**src/rtl/mmio_uart_tx_if.sv**
```systemverilog
// mmio_uart_tx_if: data-memory port between the core and the UART transmitter
interface mmio_uart_tx_if #(
    parameter int WIDTH = 32
);
    logic             sel;
    logic [3:0]       addr;
    logic             we;
    logic [2:0]       bytes;
    logic             rd_unsigned;
    logic [WIDTH-1:0] wr_data;
    logic [WIDTH-1:0] rd_data;
    logic             misaligned;

    modport master (
        output sel, addr, we, bytes, rd_unsigned, wr_data,
        input  rd_data, misaligned
    );

    modport slave (
        input  sel, addr, we, bytes, rd_unsigned, wr_data,
        output rd_data, misaligned
    );
endinterface

```
**src/rtl/mmio_uart_tx.sv**
```systemverilog
// mmio_uart_tx: memory-mapped 8N1 UART transmitter with TX FIFO, status and divisor registers
module mmio_uart_tx #(
    parameter int          WIDTH       = 32,
    parameter int          DEPTH       = 8,
    parameter logic [15:0] DEFAULT_DIV = 16'd868
) (
    input  logic           clk,
    input  logic           rst,
    mmio_uart_tx_if.slave  bus,
    output logic           tx,
    output logic           irq
);
    localparam int AW = $clog2(DEPTH);

    typedef enum logic [1:0] {IDLE, START, DATA, STOP} state_t;

    state_t           state, state_n;
    logic [7:0]       mem [DEPTH];
    logic [AW:0]      wptr, rptr, count, count_n;
    logic [15:0]      div, fdiv, fdiv_n, cnt, cnt_n;
    logic [7:0]       sh, sh_n;
    logic [2:0]       idx, idx_n;
    logic             ovf, pop, tx_n, irq_n;
    logic             size_ok, align_ok, acc, wr, push, push_ok, clr, div_wr, be0, be1;
    logic             full, empty, bit_end;
    logic [31:0]      cnt32;
    logic [3:0]       occ;
    logic [WIDTH-1:0] status, rword, rshift, rext;
    logic [15:0]      rhalf;
    logic [7:0]       rbyte;
    logic             unused_wr_hi;

    assign unused_wr_hi = ^bus.wr_data[WIDTH-1:16];

    assign size_ok  = bus.bytes == 3'd1 || bus.bytes == 3'd2 || bus.bytes == 3'd4;
    assign align_ok = !((bus.bytes == 3'd2 && bus.addr[0]) || (bus.bytes == 3'd4 && bus.addr[1:0] != 2'd0));
    assign bus.misaligned = bus.sel && !(size_ok && align_ok);
    assign acc     = bus.sel && size_ok && align_ok;
    assign wr      = acc && bus.we;
    assign push    = wr && bus.addr[3:2] == 2'd0;
    assign clr     = wr && bus.addr[3:2] == 2'd1 && bus.wr_data[3];
    assign div_wr  = wr && bus.addr[3:2] == 2'd2;
    assign be0     = bus.bytes == 3'd4 || (bus.bytes == 3'd2 && !bus.addr[1]) || (bus.bytes == 3'd1 && bus.addr[1:0] == 2'd0);
    assign be1     = bus.bytes == 3'd4 || (bus.bytes == 3'd2 && !bus.addr[1]) || (bus.bytes == 3'd1 && bus.addr[1:0] == 2'd1);

    assign count   = wptr - rptr;
    assign full    = count == (AW+1)'(DEPTH);
    assign empty   = count == '0;
    assign push_ok = push && !full;
    assign count_n = count + (AW+1)'(push_ok) - (AW+1)'(pop);
    assign cnt32   = 32'(count);
    assign occ     = cnt32 > 32'd15 ? 4'hF : cnt32[3:0];
    assign bit_end = cnt == fdiv - 16'd1;

    assign status = WIDTH'({occ, ovf, state != IDLE, empty, full});
    assign rword  = bus.addr[3:2] == 2'd1 ? status : bus.addr[3:2] == 2'd2 ? WIDTH'(div) : '0;
    assign rshift = rword >> {bus.addr[1:0], 3'b000};
    assign rbyte  = rshift[7:0];
    assign rhalf  = bus.addr[1] ? rword[31:16] : rword[15:0];
    assign rext   = bus.bytes == 3'd1 ? {{(WIDTH-8){!bus.rd_unsigned && rbyte[7]}}, rbyte} :
                    bus.bytes == 3'd2 ? {{(WIDTH-16){!bus.rd_unsigned && rhalf[15]}}, rhalf} : rword;

    // FIFO storage; no reset needed since occupancy comes from the pointers
    always_ff @(posedge clk) begin
        if (push_ok) mem[wptr[AW-1:0]] <= bus.wr_data[7:0];
    end

    // FIFO pointers, sticky overflow and divisor register with byte-lane writes
    always_ff @(posedge clk or posedge rst) begin
        if (rst) begin
            wptr <= '0;
            rptr <= '0;
            ovf  <= 1'b0;
            div  <= DEFAULT_DIV;
        end else begin
            if (push_ok) wptr <= wptr + 1'b1;
            if (pop) rptr <= rptr + 1'b1;
            if (push && full) ovf <= 1'b1;
            else if (clr) ovf <= 1'b0;
            if (div_wr && be0) div[7:0] <= bus.wr_data[7:0];
            if (div_wr && be1) div[15:8] <= bus.bytes == 3'd1 ? bus.wr_data[7:0] : bus.wr_data[15:8];
        end
    end

    // Serialiser next state: bit timing, shift, and FIFO pop at frame boundaries
    always_comb begin
        state_n = state;
        sh_n    = sh;
        fdiv_n  = fdiv;
        cnt_n   = cnt + 16'd1;
        idx_n   = idx;
        pop     = 1'b0;
        case (state)
            IDLE:  cnt_n = '0;
            START: if (bit_end) begin
                cnt_n   = '0;
                idx_n   = '0;
                state_n = DATA;
            end
            DATA:  if (bit_end) begin
                cnt_n   = '0;
                sh_n    = sh >> 1;
                idx_n   = idx + 3'd1;
                if (idx == 3'd7) state_n = STOP;
            end
            default: if (bit_end) begin
                cnt_n   = '0;
                state_n = IDLE;
            end
        endcase
        if ((state == IDLE || (state == STOP && bit_end)) && !empty) begin
            pop     = 1'b1;
            sh_n    = mem[rptr[AW-1:0]];
            fdiv_n  = div == '0 ? 16'd1 : div;
            cnt_n   = '0;
            state_n = START;
        end
        tx_n  = state_n == START ? 1'b0 : state_n == DATA ? sh_n[0] : 1'b1;
        irq_n = count_n == '0 && state_n == IDLE;
    end

    // Serialiser state, registered line output and interrupt
    always_ff @(posedge clk or posedge rst) begin
        if (rst) begin
            state <= IDLE;
            sh    <= '0;
            fdiv  <= 16'd1;
            cnt   <= '0;
            idx   <= '0;
            tx    <= 1'b1;
            irq   <= 1'b1;
        end else begin
            state <= state_n;
            sh    <= sh_n;
            fdiv  <= fdiv_n;
            cnt   <= cnt_n;
            idx   <= idx_n;
            tx    <= tx_n;
            irq   <= irq_n;
        end
    end

    // Registered load data, one cycle after the access; held while not selected
    always_ff @(posedge clk or posedge rst) begin
        if (rst) bus.rd_data <= '0;
        else if (bus.sel) bus.rd_data <= acc && !bus.we ? rext : '0;
    end
endmodule
```
**src/flat_wrapper.sv**
```systemverilog
// flat-port wrapper written by rule: the top's interface ports become plain ports
module mmio_uart_tx_flat 
#(
    parameter int          WIDTH       = 32,
    parameter int          DEPTH       = 8,
    parameter logic [15:0] DEFAULT_DIV = 16'd868
)
  (clk, rst, tx, irq, bus_sel, bus_addr, bus_we, bus_bytes, bus_rd_unsigned, bus_wr_data, bus_rd_data, bus_misaligned);
  mmio_uart_tx_if #(.WIDTH(WIDTH)) bus_i ();
  input  logic clk;
  input  logic rst;
  output logic tx;
  output logic irq;
  input wire logic [$bits(bus_i.sel)-1:0] bus_sel;
  input wire logic [$bits(bus_i.addr)-1:0] bus_addr;
  input wire logic [$bits(bus_i.we)-1:0] bus_we;
  input wire logic [$bits(bus_i.bytes)-1:0] bus_bytes;
  input wire logic [$bits(bus_i.rd_unsigned)-1:0] bus_rd_unsigned;
  input wire logic [$bits(bus_i.wr_data)-1:0] bus_wr_data;
  output wire logic [$bits(bus_i.rd_data)-1:0] bus_rd_data;
  output wire logic [$bits(bus_i.misaligned)-1:0] bus_misaligned;
  assign bus_i.sel = bus_sel;
  assign bus_i.addr = bus_addr;
  assign bus_i.we = bus_we;
  assign bus_i.bytes = bus_bytes;
  assign bus_i.rd_unsigned = bus_rd_unsigned;
  assign bus_i.wr_data = bus_wr_data;
  assign bus_rd_data = bus_i.rd_data;
  assign bus_misaligned = bus_i.misaligned;
  mmio_uart_tx #(.WIDTH(WIDTH), .DEPTH(DEPTH), .DEFAULT_DIV(DEFAULT_DIV)) u_core (.clk(clk), .rst(rst), .bus(bus_i), .tx(tx), .irq(irq));
endmodule
```
**config.mk**
```make
export PLATFORM = sky130hd
export DESIGN_NAME = mmio_uart_tx_flat
export DESIGN_NICKNAME = d
export VERILOG_FILES = /design/src/rtl/mmio_uart_tx_if.sv /design/src/rtl/mmio_uart_tx.sv /design/src/flat_wrapper.sv
export SDC_FILE = /design/constraint.sdc
export NUM_CORES = 1
export LEC_CHECK = 0
export CORE_UTILIZATION = 30
export DETAILED_ROUTE_END_ITERATION = 10
export SYNTH_ARGS = -nofsm -noshare
export SYNTH_HDL_FRONTEND = slang
export SYNTH_SLANG_ARGS = --single-unit
```
**constraint.sdc**
```tcl
create_clock -name clk -period 10.2 [get_ports clk]
set_input_delay 2.04 -clock clk [delete_from_list [all_inputs] [get_ports clk]]
set_output_delay 2.04 -clock clk [all_outputs]
set_load 0.05 [all_outputs]
```
==> flow_summary.ini <==
[run_status]
status = finished, final reports clean

[grt]
grt-busiest-layer = met2
met1_usage = 0.171
grt_max_degree = 71
antenna_found_initial = 0
grt_pass1_vias = 4870
grtUsageMet3 = 0.0316
grt_pass1_wl_mm = 26.7
met2_usage = 0.221
grt-ovfl-total = 0
grt_use_total = 0.133

[cts]
worstSkewPairLatency_ps = 440
cts_num_sinks = 153
clk_pin_slew_ps = 70
numCtsBuffers = 17
ctsHoldBuffers = 0
postCtsSetupRepairBufs = 0
clock_tree.buffer_depth = 2
cts-resized-gates = 0
h-tree-depth = 4
cts-root-buf = clkbuf_16
cts_tree = built

[hold_path]
hold_start = u_core.bus.rd_data[3]
hold_path_class = flop to flop

[timing]
skew_ps = 8.91
rsz0062_at_grt = no
finalSetupViolCount = 0
slew_viol_final = 0
post-route-period-util = 0.605
tns_ps = 0
layout_setup_ws_ps = 4030
fmax_mhz = 162
tightest_slew_ps = 916
hold_ws_ps = 491
relSlewSlack = 0.388
finalHoldViolCount = 0
fin_crit_ps = 6170

[placed_design]
hpwl_mm = 11.8
io_buffers = 62
gp_congestion = 0.810
dp.cells = 973
place_ws_ps = 4020

[final_layout]
layout.cells.non_filler = 1005
insertedDiodeCount = 0
final_nets = 733
drive_above_1_share = 0.134
areaGrowthSynthToFinish_pct = 19.5

[synth]
synth_nets = 678
ys_types = 62
async_reset_ff_frac = 0.582
synth_edf_count = 64
yosys_register_bits = 153
synth-warning-count = 0
synth_top_area_frac = 0.266
ys_seq_area_frac = 0.546
synth_flop_cell = dfrtp_1
synth_area_leader_cell = dfrtp_1
syn_area_per_cell_um2 = 12.4
synthCells = 613
syn_area_um2 = 7610
ys_top_cells_by_area = dfrtp_1, edfxtp_1, mux4_2, mux2i_1, ha_1

[setup_path]
crit_top_cell = clkdlybuf4s50_1
path_cells = clkdlybuf4s50_1, nor2b_1, a21oi_1, o32ai_1, nor2_1, clkdlybuf4s50_1
crit_slowest_cell = clkdlybuf4s50_1
critPathMaxFanout = 7
end_kind = output pin
path_delay_family = buffers and inverters
required_ps = 8160
path_buf_inv = 2
cp-start-kind = input port
timing.rr.start = u_core.fdiv[1]
cp-startpoint = bus_bytes[1]
max_stage_delay_ps = 710
critical_path_arrival_ps = 4130
crit_type = input port to output pin

[route]
drcViolationCount = 0
viasPerCell = 4.85
wirelength_mm = 16.3
first_pass_iters = 5
avgRoutedWirePerCell_um = 16.2
vias = 4879
drt-initial-drc-count = 256
drtAntennaViolNets = 0

[power]
peakVddDrop_uv = 132
p_total_mw = 2.31
leakage_nw = 3.51
power_density_nw_per_um2 = 253

[floorplan]
core_um2 = 24600
design.die.area_um2 = 26000
num_rows = 57
die_h_um = 161
io_pins = 79
start_util = 0.309
die_width_um = 161

[flow_run]
cap_violations = 0
==> path summary, 6_finish.rpt <==
path                                               to  slack, ps  cells past startpoint
worst min-delay path            u_core.bus.rd_data[3]        490                      1
max in group asynchronous               u_core.div[3]       7150                      3
worst min register to register  u_core.bus.rd_data[3]        490                      1
worst max-delay path                   bus_misaligned       4030                      6
worst max register to register             u_core.irq       5090                     15
min in group asynchronous       u_core.bus.rd_data[6]       1880                      2
==> sequential cells by signal, indices dropped and copies added (netlist names) <==
| signal | cells |
|---|---|
| u_core.rptr | 4 |
| u_core.ovf | 1 |
| u_core.tx | 1 |
| u_core.idx | 3 |
| u_core.cnt | 16 |
| u_core.wptr | 4 |
| u_core.div | 16 |
| u_core.state | 2 |
| u_core.fdiv | 16 |
| u_core.sh | 8 |
| u_core.bus.rd_data | 17 |
| u_core.irq | 1 |
| u_core.mem | 64 |
==> synth_stat cells (all sizes together) (2+ instances only) <==
cell      n
or4       6
o31ai     3
a21oi    30
inv      20
xor2     20
dfstp     8
nand2    35
a41oi     3
a22oi     8
mux2     23
dfrtp    81
edfxtp   64
xnor2    23
nor3     10
mux4     16
and3      8
o21ai    21
fa        2
a21o      5
nand4     8
mux2i    32
or3       2
nand3    15
nor2b     6
o32ai     2
o2bb2ai  17
buf      20
nor4     10
clkbuf   14
o22ai     2
o21a      3
nand2b    8
a22o      2
ha       19
nor2     51
==> cells by family (layout without fill, tap and decap cells) <==
kind of cell,after synthesis,count (layout),synth area share
flip-flops,153,153,0.546
buffers and inverters,55,123,0.0373
XOR/XNOR,43,43,0.0505
AO/OA/AOI/OAI,104,104,0.0942
multiplexers,71,71,0.123
adder cells (fa/ha/maj),21,21,0.0365
AND/OR/NAND/NOR,166,166,0.112
==> worst reg2reg max path, delay by kind of cell, from the launching register on <==
family	cells	cell delay (ps)
DFF	1	390
adders and majority gates	3	890
AOI/OAI and AO/OA	3	660
buffers and inverters	2	490
and+or+nand+nor	7	2620
==> routing by layer <==
metal	wire length, µm	vias to the layer above	part of all wire
met5	0	-	0
met4	234	0	0.014
met3	456	18	0.028
met2	8060	84	0.49
met1	7550	2404	0.46
li1	-	2373	-
==> report_power, final <==
part	internal, mW	switching (mW)
logic	0.391	0.471
clock network	0.331	0.291
registers	0.721	0.101
==> through the flow <==
step / utilization / instance area [µm²]
after floorplan: - / 7610
after global placement: 0.345 / 8490
after detailed placement: 0.345 / 8490
after CTS: 0.370 / 9100
after global routing: 0.370 / 9100
final: 0.370 / 9100
==> cells in the final DEF (no fill, tap or decap), types with 9 or more instances in the layout <==
master and n:
o2bb2ai_1 17, clkdlybuf4s50_1 62, ha_1 19, inv_1 18
nand3_1 15, dfrtp_1 81, mux4_2 16, nor2_1 51
a21oi_1 30, nor3_1 9, xor2_1 20, mux2_1 9
mux2i_1 32, mux2_2 14, o21ai_0 20, edfxtp_1 64
nand2_1 35, xnor2_1 22, clkbuf_16 17
==> final cells by class <==
cell class                      count  area (µm²)
Inverter                           21        80.1
Timing Repair Buffer               70         681
Multi-Input combinational cell    405        3170
Clock buffer                       17         425
Tap cell                          324         405
Clock inverter                     15         178
Fill cell                        2379       15500
Sequential cell                   153        4160
No activity file was read; power rests on OpenSTA's default activity.
